===== src/rtl/prio_pkg.sv =====
// prio_pkg: shared types and constants for the prio_scan block.
//   state_t : scanner FSM states (IDLE, SCAN)
//   IDX_W   : width of every bit-index port (8 bits covers WIDTH up to 256)
package prio_pkg;

    localparam int IDX_W = 8;

    typedef enum logic {
        IDLE = 1'b0,
        SCAN = 1'b1
    } state_t;

endpackage


===== src/rtl/prio_find.sv =====
// prio_find: combinational priority encoder using a log2(WIDTH)-step
// halving search. It returns the index of the highest set bit when
// LSB_FIRST=0, or of the lowest set bit when LSB_FIRST=1. An all-zero word
// gives index 0.
// Ports:
//   word : input word, WIDTH bits
//   idx  : selected bit index, IDX_W bits, zero-extended
module prio_find
    import prio_pkg::*;
#(
    parameter int WIDTH     = 16,
    parameter int LSB_FIRST = 0
) (
    input  logic [WIDTH-1:0] word,
    output logic [IDX_W-1:0] idx
);

    // The word is padded up to a power of two so that every halving step
    // splits its window into two equal halves.
    localparam int STEPS = $clog2(WIDTH);
    localparam int P     = 1 << STEPS;

    logic [P-1:0]     padded;
    logic [P-1:0]     mask;
    logic [IDX_W-1:0] base;

    always_comb begin
        padded = '0;
        padded[WIDTH-1:0] = word;
        base = '0;
        mask = '0;
        for (int s = STEPS - 1; s >= 0; s--) begin
            // mask covers the lower half of the current window: 2^s bits at base
            mask = ({P{1'b1}} >> (P - (1 << s))) << base;
            if (LSB_FIRST != 0) begin
                // Move to the upper half only when the lower half is empty.
                if (~|(padded & mask)) base = base + IDX_W'(1 << s);
            end else begin
                // Move to the upper half whenever it holds any set bit.
                mask = mask << (1 << s);
                if (|(padded & mask)) base = base + IDX_W'(1 << s);
            end
        end
        // In LSB mode an empty word would walk base to the top; force 0.
        idx = (|word) ? base : '0;
    end

endmodule


===== src/rtl/prio_scan.sv =====
// prio_scan: accepts a WIDTH-bit word and emits the index of each set bit,
// one beat per cycle, MSB-first (LSB_FIRST=0) or LSB-first (LSB_FIRST=1).
// An all-zero word produces one beat with out_zero=1, out_idx=0, out_last=1.
// Optional feature macro: PRIO_SCAN_CNT_EN adds the out_cnt beat ordinal.
// Ports:
//   clk, rst_n          : clock, synchronous active-low reset
//   in_valid/in_ready   : input word handshake, in_data is the word
//   out_valid/out_ready : output beat handshake
//   out_idx             : bit index of the current beat
//   out_last            : current beat is the last beat of the word
//   out_zero            : the word was all-zero
//   out_cnt             : beat ordinal within the word (PRIO_SCAN_CNT_EN)
//
// Handshake: a transfer happens on a rising edge where valid and ready are
// both high. The producer holds valid and its payload steady until that
// edge. out_valid and its payload come only from registers. in_ready is
// the only output that depends combinationally on an input, and that
// input is out_ready.
module prio_scan
    import prio_pkg::*;
#(
    parameter int WIDTH     = 16,
    parameter int LSB_FIRST = 0
) (
    input  logic             clk,
    input  logic             rst_n,
    input  logic             in_valid,
    output logic             in_ready,
    input  logic [WIDTH-1:0] in_data,
    output logic             out_valid,
    input  logic             out_ready,
    output logic [IDX_W-1:0] out_idx,
    output logic             out_last,
`ifdef PRIO_SCAN_CNT_EN
    output logic [IDX_W-1:0] out_cnt,
`endif
    output logic             out_zero
);

    state_t           state;
    state_t           state_nxt;
    logic [WIDTH-1:0] word_r;
    logic             zero_r;
    logic             fire;
    logic             accept;
    logic             one_left;

    prio_find #(
        .WIDTH     (WIDTH),
        .LSB_FIRST (LSB_FIRST)
    ) u_find (
        .word (word_r),
        .idx  (out_idx)
    );

    // x & (x-1) clears the lowest set bit; if nothing remains, at most one
    // bit was set.
    assign one_left  = ~|(word_r & (word_r - WIDTH'(1)));
    assign out_valid = (state == SCAN);
    assign out_last  = out_valid & (zero_r | one_left);
    assign out_zero  = out_valid & zero_r;
    assign fire      = out_valid & out_ready;
    // Taking a new word as the last beat fires leaves no idle cycle between words.
    assign in_ready  = (state == IDLE) | (fire & out_last);
    assign accept    = in_valid & in_ready;

    always_comb begin
        state_nxt = state;
        case (state)
            IDLE: if (accept) state_nxt = SCAN;
            SCAN: if (fire && out_last) state_nxt = accept ? SCAN : IDLE;
            default: state_nxt = IDLE;
        endcase
    end

    always_ff @(posedge clk) begin
        if (!rst_n) begin
            state  <= IDLE;
            word_r <= '0;
            zero_r <= 1'b0;
        end else begin
            state <= state_nxt;
            if (accept) begin
                word_r <= in_data;
                zero_r <= ~|in_data;
            end else if (fire) begin
                word_r <= word_r & ~(WIDTH'(1) << out_idx);
            end
        end
    end

`ifdef PRIO_SCAN_CNT_EN
    // Saturates at 255, which a 256-bit word with every bit set reaches on its last beat.
    always_ff @(posedge clk) begin
        if (!rst_n) begin
            out_cnt <= '0;
        end else if (accept) begin
            out_cnt <= '0;
        end else if (fire && out_cnt != {IDX_W{1'b1}}) begin
            out_cnt <= out_cnt + IDX_W'(1);
        end
    end
`endif

endmodule


===== config.mk =====
export PLATFORM = sky130hd
export DESIGN_NAME = prio_scan
export DESIGN_NICKNAME = d
export VERILOG_FILES = /design/src/rtl/prio_pkg.sv /design/src/rtl/prio_find.sv /design/src/rtl/prio_scan.sv
export SDC_FILE = /design/constraint.sdc
export NUM_CORES = 1
export LEC_CHECK = 0
export BUFFER_PORTS_ARGS = -buffer_cell sky130_fd_sc_hd__clkbuf_2
export CAP_MARGIN = 40
export CORE_MARGIN = 2
export CORE_UTILIZATION = 49
export DETAILED_ROUTE_END_ITERATION = 8
export PLACE_DENSITY = 0.76
export REMOVE_ABC_BUFFERS = 1
export SYNTH_ARGS = -nofsm -noshare
export SYNTH_HDL_FRONTEND = slang
export SYNTH_SLANG_ARGS = --single-unit

===== constraint.sdc =====
create_clock -name clk -period 1.8 [get_ports clk]
set_input_delay 0.09 -clock clk [delete_from_list [all_inputs] [get_ports clk]]
set_output_delay 0.09 -clock clk [all_outputs]
set_load 0.02 [all_outputs]

==> results of run 1 <==
[final cells by class]
class                           instances  share of cell area
Multi-Input combinational cell        149              0.4785
Timing Repair Buffer                   94              0.3091
Sequential cell                        18              0.1678
Inverter                               10             0.01766
Tap cell                               31             0.01711
Clock buffer                            3            0.009934
[tightest hold or removal path, stage by stage]
cell	delay [ns]
clkbuf_2	0.10
nand3_2	0.06
a21oi_2	0.05
[cell families after synthesis]
family                 Yosys count  synth area share
flip-flops                      18            0.2511
AND/OR/NAND/NOR                 78            0.2999
other                            1          0.002613
AO/OA/AOI/OAI                   67            0.3374
buffers and inverters           29            0.1090
[metal layers]
metal | GRT usage | wire (um) | vias to the layer above
met5 | 0 | 0 | -
met4 | 0.1894 | 231 | 0
met2 | 0.6039 | 2797 | 111
met3 | 0.04018 | 530 | 28
met1 | 0.4619 | 2222 | 920
li1 | - | - | 898
[synth_stat cells, types with 2 or more instances]
master and n:
nand2_1 23, nand3_1 21, dfxtp_1 18, a21oi_1 17, nor2_1 13, inv_1 8, o21ai_0 8, buf_2 6
buf_4 6, o211ai_1 6, nor4_1 5, a221o_1 4, o2111ai_1 4, o31ai_1 4, clkbuf_1 3, nand4_1 3
nor3_1 3, o221ai_1 3, or4_4 3, a211oi_1 2, a21boi_0 2, a311oi_1 2, buf_6 2, clkbuf_2 2
nor4_4 2, o22ai_1 2, o31a_1 2
[power by group]
part | internal [W] | switching [W] | total (W)
clock network | 0.0000781 | 0.000133 | 0.000211
logic | 0.000666 | 0.000659 | 0.00133
registers | 0.000441 | 0.0000615 | 0.000503
total | 0.00119 | 0.000853 | 0.00204
[per-stage QoR]
| stage | utilization | setup slack [ns] |
|---|---|---|
| after floorplan | - | -0.2543 |
| after global placement | 0.6883 | -0.3332 |
| after CTS | 0.7571 | -0.3933 |
| after global routing | 0.8151 | -0.4783 |
| after detailed placement | 0.6883 | -0.3683 |
| final | 0.8151 | -0.4089 |
[what timing repair did]
item / in CTS / in global routing
gates resized for setup: 29 / 43
buffers inserted: 8 / 6
hold buffers: 0 / 0
pin swaps: 14 / 23
setup endpoints to repair: 24 / 24
[how the worst max path moves through the flow]
stage          cells past startpoint  slack, ns         end  startpoint
6_report                           7      -0.41  out_idx[0]  word_r[12]
5_1_grt                            7      -0.48  out_idx[0]  word_r[12]
4_1_cts                            6      -0.39  out_idx[0]  word_r[12]
3_5_place_dp                       7      -0.37   word_r[5]  word_r[12]
3_3_place_gp                       7      -0.33   word_r[5]  word_r[12]
2_1_floorplan                      5      -0.25   out_valid  word_r[12]
[state kept, by name, summed over array words and instances, names as in the netlist]
| name | cells |
|---|---|
| out_valid | 1 |
| zero_r | 1 |
| word_r | 16 |
==> run summary, run 1 <==
Sequential-to-total area share from yosys stat = 0.2511
CTS tree = done
Die width = 58.12 um
First-pass GRT wire length = 9.280 mm
Post-DP Area = 1914 sq um
Max incr delay on CP = 0.37 ns
Worst Hold Depth = 3
Core area = 2781 sq um
Syn-to-layout area delta = 57.98%
Max VDD drop = 0.7725 mV
# clock sinks = 18
Final RePlAce weighted congestion = 0.9073
GRT overflow = 0
Most common cell after layout, fill and taps aside = buf_4
Max-cap viol count = 0
Clock tree buffer depth = 2
Hold WS = 0.01585 ns
Worst r2r src = word_r[4]
Pleak = 0.9664 nW
Fin. Hold Viols = 0
Post-synth EDFFs = 0
CP arrival = 2.12 ns
Storage element area = 380.4 sq um
Violated checks = setup timing
Initial antenna violation count = 0
Synth area leader = dfxtp_1
Final worst slack = -0.4089 ns
Layout cells sized above 1 = 0.5365
CTS H-tree lvls = 1
Run status = finished, violations left
Vias in the first global route = 1,935
# setup viols final = 24
Minimum clock period = 2.209 ns
Fill cell count = 182
CP bufs+invs = 2
Hold_sp = in_data[4]
Post-synth top area share = 0.2511
Tot Pwr = 0.002039 W
Hold endpoint = word_r[4]
WS Path Type = register to output pin
Critical Path RT = 1.71 ns
Synth Register Bits = 18
Placed insts = 290
Total Nets Final = 296
Die Y = 58.12 um
CTS Buf Count = 3
Yosys warns = 0
Clk slew on worst S/H paths = 0.11 ns
Clk Latency, worst-skew pair = 0.30 ns
Routed Antenna Nets = 0
Reg2Reg Depth = 8
Period utilization = 1.227
# port buffers = 27
Synth area leaders = dfxtp_1 25%, nand3_1 7.3%, nand2_1 6.0%, a21oi_1 5.9%, nor2_1 3.4%
Crit-path slowest cell = dfxtp_4
Ys flop type = dfxtp_1
Cell area after layout = 2267 sq um
Flop-to-flop setup slack = -0.28 ns
Pwr/cell area = 899.2 nW/um^2
Synth cell types = 46
Row cnt = 19
Initial Util = 0.5160
Post-synth ARST share = 0
RSZ-0062 raised after global routing = true
Vias per cell = 6.416
Largest net degree at the start of global routing = 17
DRC viols = 0
Most frequent cells in the layout = 59 x buf_4, 22 x clkbuf_2, 19 x nand3_1
Worst reg2reg path endpoint = word_r[13]
Hold crit path type = input port to register
Critical Path End Type = output pin
Cell Area, Synth = 1435 sq um
Post-DP HPWL = 4.189 mm
Total negative slack = -5.640 ns
WL final = 5.781 mm
Least-Margin Pin Slew = 0.6480 ns
Via count = 1,957
Mapped Cells = 193
Global Route Usage Sum = 0.3636
CP cell instances = buf_6 > nor4_4 > nand2_2 > o21a_1 > o211ai_1 > nor2b_2 > buf_6
Slew headroom = 0.5640
Root Buffer = clkbuf_4
Max Slew Vio Count = 0
Avg Inst Size Synth = 7.436 sq um
Fmax = 0.4527 GHz
Area of the multi-input gates = 1085 sq um
WL/cell = 18.95 um
Most frequent CP cell = buf_6
Top-Level Pins = 32
Worst-path fanout max = 5
Cell family with most CP delay = simple AND/OR/NAND/NOR gates
N_diodes = 0
Post-Layout Cell Count = 305
DRT iter0 DRCs = 139
Startpoint types = register
Clk_skew = 0.01031 ns
Die area = 3378 sq um
First drt pass iteration count = 5
(Power assumes the default switching activity.)
==> inputs of run 2 (changes only) <==
--- a/config.mk
+++ b/config.mk
@@ -5,13 +5,16 @@
 export SDC_FILE = /design/constraint.sdc
 export NUM_CORES = 1
 export LEC_CHECK = 0
+export ABC_AREA = 1
 export BUFFER_PORTS_ARGS = -buffer_cell sky130_fd_sc_hd__clkbuf_2
 export CAP_MARGIN = 40
 export CORE_MARGIN = 2
 export CORE_UTILIZATION = 49
+export CTS_CLUSTER_DIAMETER = 40
 export DETAILED_ROUTE_END_ITERATION = 8
 export PLACE_DENSITY = 0.76
 export REMOVE_ABC_BUFFERS = 1
 export SYNTH_ARGS = -nofsm -noshare
 export SYNTH_HDL_FRONTEND = slang
 export SYNTH_SLANG_ARGS = --single-unit
+export TNS_END_PERCENT = 50
==> run 2 against run 1 <==
Against the previous run: the flow still finishes with violations (setup timing); area after synthesis is 5.9% higher; via count fell by 3.8%; hold slack worse by 0.0096 ns; maximum frequency increased by 9.8%; sequential share of layout area decreased by 0.22 points; utilization shrank 5.5 points; flip-flop and latch count unchanged; count of clock-buffer cells in the layout increased by 1; critical path depth increased by 3; first-iteration DRC count shrank 25%; critical path type unchanged; largest power group unchanged; highest routed layer unchanged.
==> run summary, run 2 <==
Minimum clock period = 2.012 ns (was 2.209 ns)
Avg Inst Size Synth = 6.414 sq um (was 7.436 sq um)
Post-synth EDFFs = 0 (unchanged)
Synth cell types = 32 (was 46)
Pwr/cell area = 777.1 nW/um^2 (was 899.2 nW/um^2)
Vias in the first global route = 1,802 (was 1,935)
N_diodes = 0 (unchanged)
First-pass GRT wire length = 8.459 mm (was 9.280 mm)
Worst reg2reg path endpoint = word_r[13] (unchanged)
DR top layer = met4 (unchanged)
Routed met1 length = 1.952 mm (was 2.222 mm)
Largest register FFs = 16 (unchanged)
First drt pass iteration count = 5 (unchanged)
Post-synth ARST share = 0 (unchanged)
Slew headroom = 0.4382 (was 0.5640)
Crit path launch = word_r[12] (unchanged)
WL/cell = 14.94 um (was 18.95 um)
Clock tree buffer depth = 2 (unchanged)
Endpoint of the worst setup timing path = out_idx[0] (unchanged)
DRC viols = 0 (unchanged)
Ys flop type = dfxtp_1 (unchanged)
Row cnt = 20 (was 19)
Routed Antenna Nets = 0 (unchanged)
Met3 WL post-DR = 379 um (was 530 um)
Post-synth top area share = 0.2370 (was 0.2511)
CTS tree = done (unchanged)
Cell Area, Synth = 1520 sq um (was 1435 sq um)
Run status = finished, violations left (unchanged)
Core area = 3003 sq um (was 2781 sq um)
Max Slew Vio Count = 0 (unchanged)
CTS Buf Count = 3 (unchanged)
Via count = 1,882 (was 1,957)
Period utilization = 1.118 (was 1.227)
Mapped Cells = 237 (was 193)
Die width = 59.70 um (was 58.12 um)
Max-cap viol count = 0 (unchanged)
Startpoint types = register (unchanged)
RSZ-0062 raised after global routing = true (unchanged)
Root Buffer = clkbuf_4 (unchanged)
Synth area leaders = dfxtp_1 24%, nand2_1 12%, nand3_1 8.2%, inv_1 7.9%, o21ai_0 6.9% (was dfxtp_1 25%, nand3_1 7.3%, nand2_1 6.0%, a21oi_1 5.9%, nor2_1 3.4%)
CP arrival = 1.92 ns (was 2.12 ns)
Worst r2r src = word_r[10] (was word_r[4])
DRT iter0 DRCs = 104 (was 139)
Hold crit path type = input port to register (unchanged)
Die area = 3564 sq um (was 3378 sq um)
Max incr delay on CP = 0.37 ns (about the same)
# setup viols final = 19 (was 24)
Most frequent cells after synthesis = 47 x nand2_1, 32 x inv_1, 25 x nand3_1 (was 23 x nand2_1, 21 x nand3_1, 18 x dfxtp_1)
Most common cell in the netlist = nand2_1 (unchanged)
WS Path Type = register to output pin (unchanged)
# clock sinks = 18 (unchanged)
Most frequent cells in the layout = 42 x nand2_1, 40 x buf_4, 29 x inv_1 (was 59 x buf_4, 22 x clkbuf_2, 19 x nand3_1)
Vias per cell = 5.503 (was 6.416)
Syn-to-layout area delta = 50.12% (was 57.98%)
Largest net degree at the start of global routing = 23 (was 17)
Synth area leader = dfxtp_1 (unchanged)
Critical Path RT = 1.71 ns (about the same)
Max VDD drop = 0.4747 mV (was 0.7725 mV)
Critical Path End Type = output pin (unchanged)
Initial antenna violation count = 0 (unchanged)
Met2 wire length = 2.610 mm (was 2.797 mm)
Yosys warns = 0 (unchanged)
# port buffers = 27 (unchanged)
Post-DP HPWL = 3.272 mm (was 4.189 mm)
Layout cells sized above 1 = 0.4984 (was 0.5365)
Crit-path slowest cell = dfxtp_2 (was dfxtp_4)
Clk_skew = 0.001189 ns (was 0.01031 ns)
Pleak = 1.108 nW (was 0.9664 nW)
Global Route Usage Sum = 0.3209 (was 0.3636)
Sequential-to-total area share from yosys stat = 0.2370 (was 0.2511)
Clk slew on worst S/H paths = 0.12 ns (was 0.11 ns)
Final RePlAce weighted congestion = 1.005 (was 0.9073)
Reg2Reg Depth = 17 (was 8)
Final worst slack = -0.2117 ns (was -0.4089 ns)
Flop-to-flop setup slack = -0.17 ns (was -0.28 ns)
Place WS = -0.1142 ns (was -0.3683 ns)
Worst-path fanout max = 5 (unchanged)
Least-Margin Pin Slew = 0.8425 ns (was 0.6480 ns)
Violated checks = setup timing (unchanged)
Total Nets Final = 330 (was 296)
Hold WS = 0.006239 ns (was 0.01585 ns)
CP cell instances = nor2_4 > nand2_4 > nor2_8 > inv_2 > nand3_1 > o21ai_1 > nor2_2 > nand4_4 > buf_6 > clkbuf_8 (was buf_6 > nor4_4 > nand2_2 > o21a_1 > o211ai_1 > nor2b_2 > buf_6)
Initial Util = 0.5063 (was 0.5160)
Clk Latency, worst-skew pair = 0.32 ns (was 0.30 ns)
Most common cell after layout, fill and taps aside = nand2_1 (was buf_4)
CTS H-tree lvls = 1 (unchanged)
Fin. Hold Viols = 0 (unchanged)
Fmax = 0.4971 GHz (was 0.4527 GHz)
Die Y = 59.70 um (was 58.12 um)
GRT overflow = 0 (unchanged)
WL final = 5.108 mm (was 5.781 mm)
Top-Level Pins = 32 (unchanged)
Synth Register Bits = 18 (unchanged)
Top reg by flops = word_r (unchanged)
## run 2: logic make-up after synthesis
group                  after synthesis  share of synthesized area
other                                1                   0.002467
buffers and inverters               46                     0.1366
DFF                                 18                     0.2370
and+or+nand+nor                    124                     0.4354
AOI/OAI and AO/OA                   48                     0.1885
## run 2: stage by stage
| step | instances | power [W] | TNS (ns) | area (sq um) | utilization |
|---|---|---|---|---|---|
| after floorplan | 230 | 0.0009562 | -9.913 | 1466 | - |
| after global placement | 324 | 0.001268 | -0.6778 | 1914 | 0.6375 |
| after detailed placement | 324 | 0.001275 | -1.126 | 1914 | 0.6375 |
| after CTS | 341 | 0.001705 | -2.436 | 2247 | 0.7483 |
| after global routing | 342 | 0.001874 | -5.762 | 2282 | 0.7600 |
| final | 342 | 0.001774 | -2.678 | 2282 | 0.7600 |
## run 2: cell type report
class | instances | area, sq um
Fill cell | 225 | 720.7
Tap cell | 33 | 41.29
Sequential cell | 18 | 377.9
Inverter | 36 | 147.6
Multi-Input combinational cell | 176 | 1099
Timing Repair inverter | 3 | 28.78
Clock buffer | 4 | 36.28
Timing Repair Buffer | 72 | 551.8
## run 2: worst max-delay path: cells and delay by family (launching register included)
| kind | cells | cell delay (ns) |
|---|---|---|
| AOI/OAI and AO/OA | 1 | 0.08 |
| DFF | 1 | 0.37 |
| buffers and inverters | 3 | 0.34 |
| and+or+nand+nor | 6 | 0.82 |
## run 2: worst min-delay path by stage
stage / end / startpoint / cells past startpoint / slack (ns)
detailed placement: word_r[15] / in_data[15] / 3 / 0.36
floorplan: out_valid / rst_n / 2 / 0.20
finish: word_r[15] / in_data[15] / 3 / 0.006
global placement: word_r[15] / in_data[15] / 3 / 0.35
CTS: word_r[15] / in_data[15] / 3 / 0.02
global route: word_r[15] / in_data[15] / 3 / 0.04
## run 2: what timing repair did
action | CTS | global route
endpoints found under the setup margin | 20 | 22
hold buffers | 0 | 0
resized for setup | 51 | 13
pin swaps | 15 | 7
gates cloned | 3 | 0
hold endpoints to repair | 0 | 0
buffers inserted | 10 | 1
## run 2: power breakdown
group	internal [W]	switching [W]
clock	0.000124	0.000157
combinational	0.000443	0.000554
sequential	0.000442	0.0000540
total	0.00101	0.000765
## run 2: layer usage
metal	vias to the layer above	track usage
met5	-	0
met3	17	0.04545
met4	0	0.1079
met2	88	0.5668
met1	859	0.3960
li1	918	-
==> inputs of run 3 (changes only) <==
--- a/config.mk
+++ b/config.mk
@@ -5,7 +5,6 @@
 export SDC_FILE = /design/constraint.sdc
 export NUM_CORES = 1
 export LEC_CHECK = 0
-export ABC_AREA = 1
 export BUFFER_PORTS_ARGS = -buffer_cell sky130_fd_sc_hd__clkbuf_2
 export CAP_MARGIN = 40
 export CORE_MARGIN = 2
==> run 3 against run 2 <==
Against the previous run: the run still ends with setup timing left; sequential share of layout area grew 0.42 points; critical path depth decreased by 2; worst setup slack worse by 0.19 ns; die area decreased by 5.2%; cell count fell by 11%; global-route usage grew 4.0 points; first-iteration DRC count up 60%; maximum frequency shrank 8.8%; count of clock-buffer cells in the layout shrank 1; combinational power is 31% higher; largest cell class unchanged; largest power group unchanged.
==> run summary, run 3 (synthesized netlist as in run 1, its figures left out) <==
Via count = 1,959 (was 1,882)
# setup viols final = 24 (was 19)
Period utilization = 1.226 (was 1.118)
DRT iter0 DRCs = 166 (was 104)
Core area = 2781 sq um (was 3003 sq um)
Cell area after layout = 2226 sq um (was 2282 sq um)
Top-Level Pins = 32 (unchanged)
N_diodes = 0 (unchanged)
WS Path Type = register to output pin (unchanged)
Largest register FFs = 16 (unchanged)
Top reg by flops = word_r (unchanged)
Post-DP HPWL = 4.189 mm (was 3.272 mm)
Tot Pwr = 0.002019 W (was 0.001774 W)
WL final = 5.956 mm (was 5.108 mm)
Global Route Usage Sum = 0.3612 (was 0.3209)
Final RePlAce weighted congestion = 0.9073 (was 1.005)
Critical Path RT = 1.71 ns (about the same)
Initial antenna violation count = 0 (unchanged)
Die Y = 58.12 um (was 59.70 um)
Worst reg2reg path endpoint = word_r[11] (was word_r[13])
First-pass GRT wire length = 9.204 mm (was 8.459 mm)
Total negative slack = -6.077 ns (was -2.678 ns)
CTS Buf Count = 3 (unchanged)
Clk slew on worst S/H paths = 0.11 ns (was 0.12 ns)
Routed Antenna Nets = 0 (unchanged)
DRC viols = 0 (unchanged)
Total Nets Final = 294 (was 330)
Die width = 58.12 um (was 59.70 um)
Die area = 3378 sq um (was 3564 sq um)
Least-Margin Pin Slew = 0.6093 ns (was 0.8425 ns)
CTS H-tree lvls = 1 (unchanged)
Violated checks = setup timing (unchanged)
Hold crit path type = input port to register (unchanged)
CTS tree = done (unchanged)
Max-cap viol count = 0 (unchanged)
Critical Path End Type = output pin (unchanged)
Slew headroom = 0.5900 (was 0.4382)
Syn-to-layout area delta = 55.10% (was 50.12%)
Fill cell count = 192 (was 225)
Post-DP Area = 1914 sq um (unchanged)
Fin. Hold Viols = 0 (unchanged)
Pwr/cell area = 907.0 nW/um^2 (was 777.1 nW/um^2)
Run status = finished, violations left (unchanged)
Flop-to-flop setup slack = -0.35 ns (was -0.17 ns)
Vias in the first global route = 1,923 (was 1,802)
Row cnt = 19 (was 20)
# clock sinks = 18 (unchanged)
# hold bufs at CTS = 0 (unchanged)
Root Buffer = clkbuf_4 (unchanged)
Post-Layout Cell Count = 303 (was 342)
Minimum clock period = 2.206 ns (was 2.012 ns)
Worst-path fanout max = 7 (was 5)
Hold endpoint = word_r[14] (was word_r[15])
Largest net degree at the start of global routing = 17 (was 23)
Initial Util = 0.5160 (was 0.5063)
Vias per cell = 6.465 (was 5.503)
Pleak = 0.9521 nW (was 1.108 nW)
Place WS = -0.3683 ns (was -0.1142 ns)
Worst Hold Depth = 3 (unchanged)
Max VDD drop = 0.7673 mV (was 0.4747 mV)
Clk Latency, worst-skew pair = 0.30 ns (was 0.32 ns)
Layout cells sized above 1 = 0.5184 (was 0.4984)
GRT overflow = 0 (unchanged)
Clock tree buffer depth = 2 (unchanged)
Most common cell after layout, fill and taps aside = buf_4 (was nand2_1)
CP arrival = 2.12 ns (was 1.92 ns)
Reg2Reg Depth = 7 (was 17)
Fmax = 0.4533 GHz (was 0.4971 GHz)
First drt pass iteration count = 5 (unchanged)
Worst r2r src = word_r[15] (was word_r[10])
# port buffers = 27 (unchanged)
WL/cell = 19.66 um (was 14.94 um)
Most frequent cells in the layout = 57 x buf_4, 22 x clkbuf_2, 19 x nand3_1 (was 42 x nand2_1, 40 x buf_4, 29 x inv_1)
Placed insts = 290 (was 324)
Clk_skew = 0.003336 ns (was 0.001189 ns)
Max Slew Vio Count = 0 (unchanged)
Hold_sp = in_data[14] (was in_data[15])
Final worst slack = -0.4063 ns (was -0.2117 ns)
RSZ-0062 raised after global routing = true (unchanged)
Startpoint types = register (unchanged)
-- run 3: worst max-delay path by stage --
stage | slack (ns) | endpoint | startpoint | cells after the start
global placement | -0.33 | word_r[5] | word_r[12] | 7
CTS | -0.39 | out_idx[0] | word_r[12] | 6
floorplan | -0.25 | out_valid | word_r[12] | 5
finish | -0.41 | in_ready | word_r[13] | 8
detailed placement | -0.37 | word_r[5] | word_r[12] | 7
global route | -0.48 | in_ready | word_r[4] | 8
-- run 3: critical path, stage by stage (launching register included) --
cell	delay [ns]
dfxtp_2	0.39
buf_4	0.16
a222oi_1	0.33
nand3_1	0.14
a211oi_2	0.26
buf_4	0.18
a21oi_2	0.05
o21ai_2	0.16
buf_6	0.14
-- run 3: what timing repair did --
| action | in CTS | in global routing |
|---|---|---|
| resized for setup | 28 | 37 |
| setup buffers | 7 | 4 |
| pin swaps | 13 | 20 |
| endpoints found under the setup margin | 24 | 24 |
-- run 3: per-stage QoR --
stage	hold slack [ns]	util
3_3_place_gp	0.3438	0.6883
6_report	0.01930	0.8003
3_5_place_dp	0.3500	0.6883
5_1_grt	0.01630	0.8003
2_1_floorplan	0.2372	-
4_1_cts	0.01814	0.7530
-- run 3: area by class of cell --
class                      count  area [sq um]  area share
sequential                    18         377.9      0.1698
multi-input combinational    149          1061      0.4767
tap                           31         38.79     0.01743
timing repair buffer          92         685.7      0.3080
clock buffer                   3         22.52     0.01012
inverter                      10         40.04     0.01799
-- run 3: per-layer routing --
metal	up-vias	wire (um)	global-route usage
met5	-	0	0
met4	0	159	0.1860
met3	18	427	0.04018
met2	117	2933	0.5974
met1	928	2435	0.4619
li1	896	-	-
-- run 3: report_power, final --
part	internal [W]	leakage [nW]	total [W]	switching [W]
Sequential	0.000440	0.152	0.000503	0.0000626
Clock	0.0000780	0.0138	0.000214	0.000136
Combinational	0.000647	0.786	0.00130	0.000655
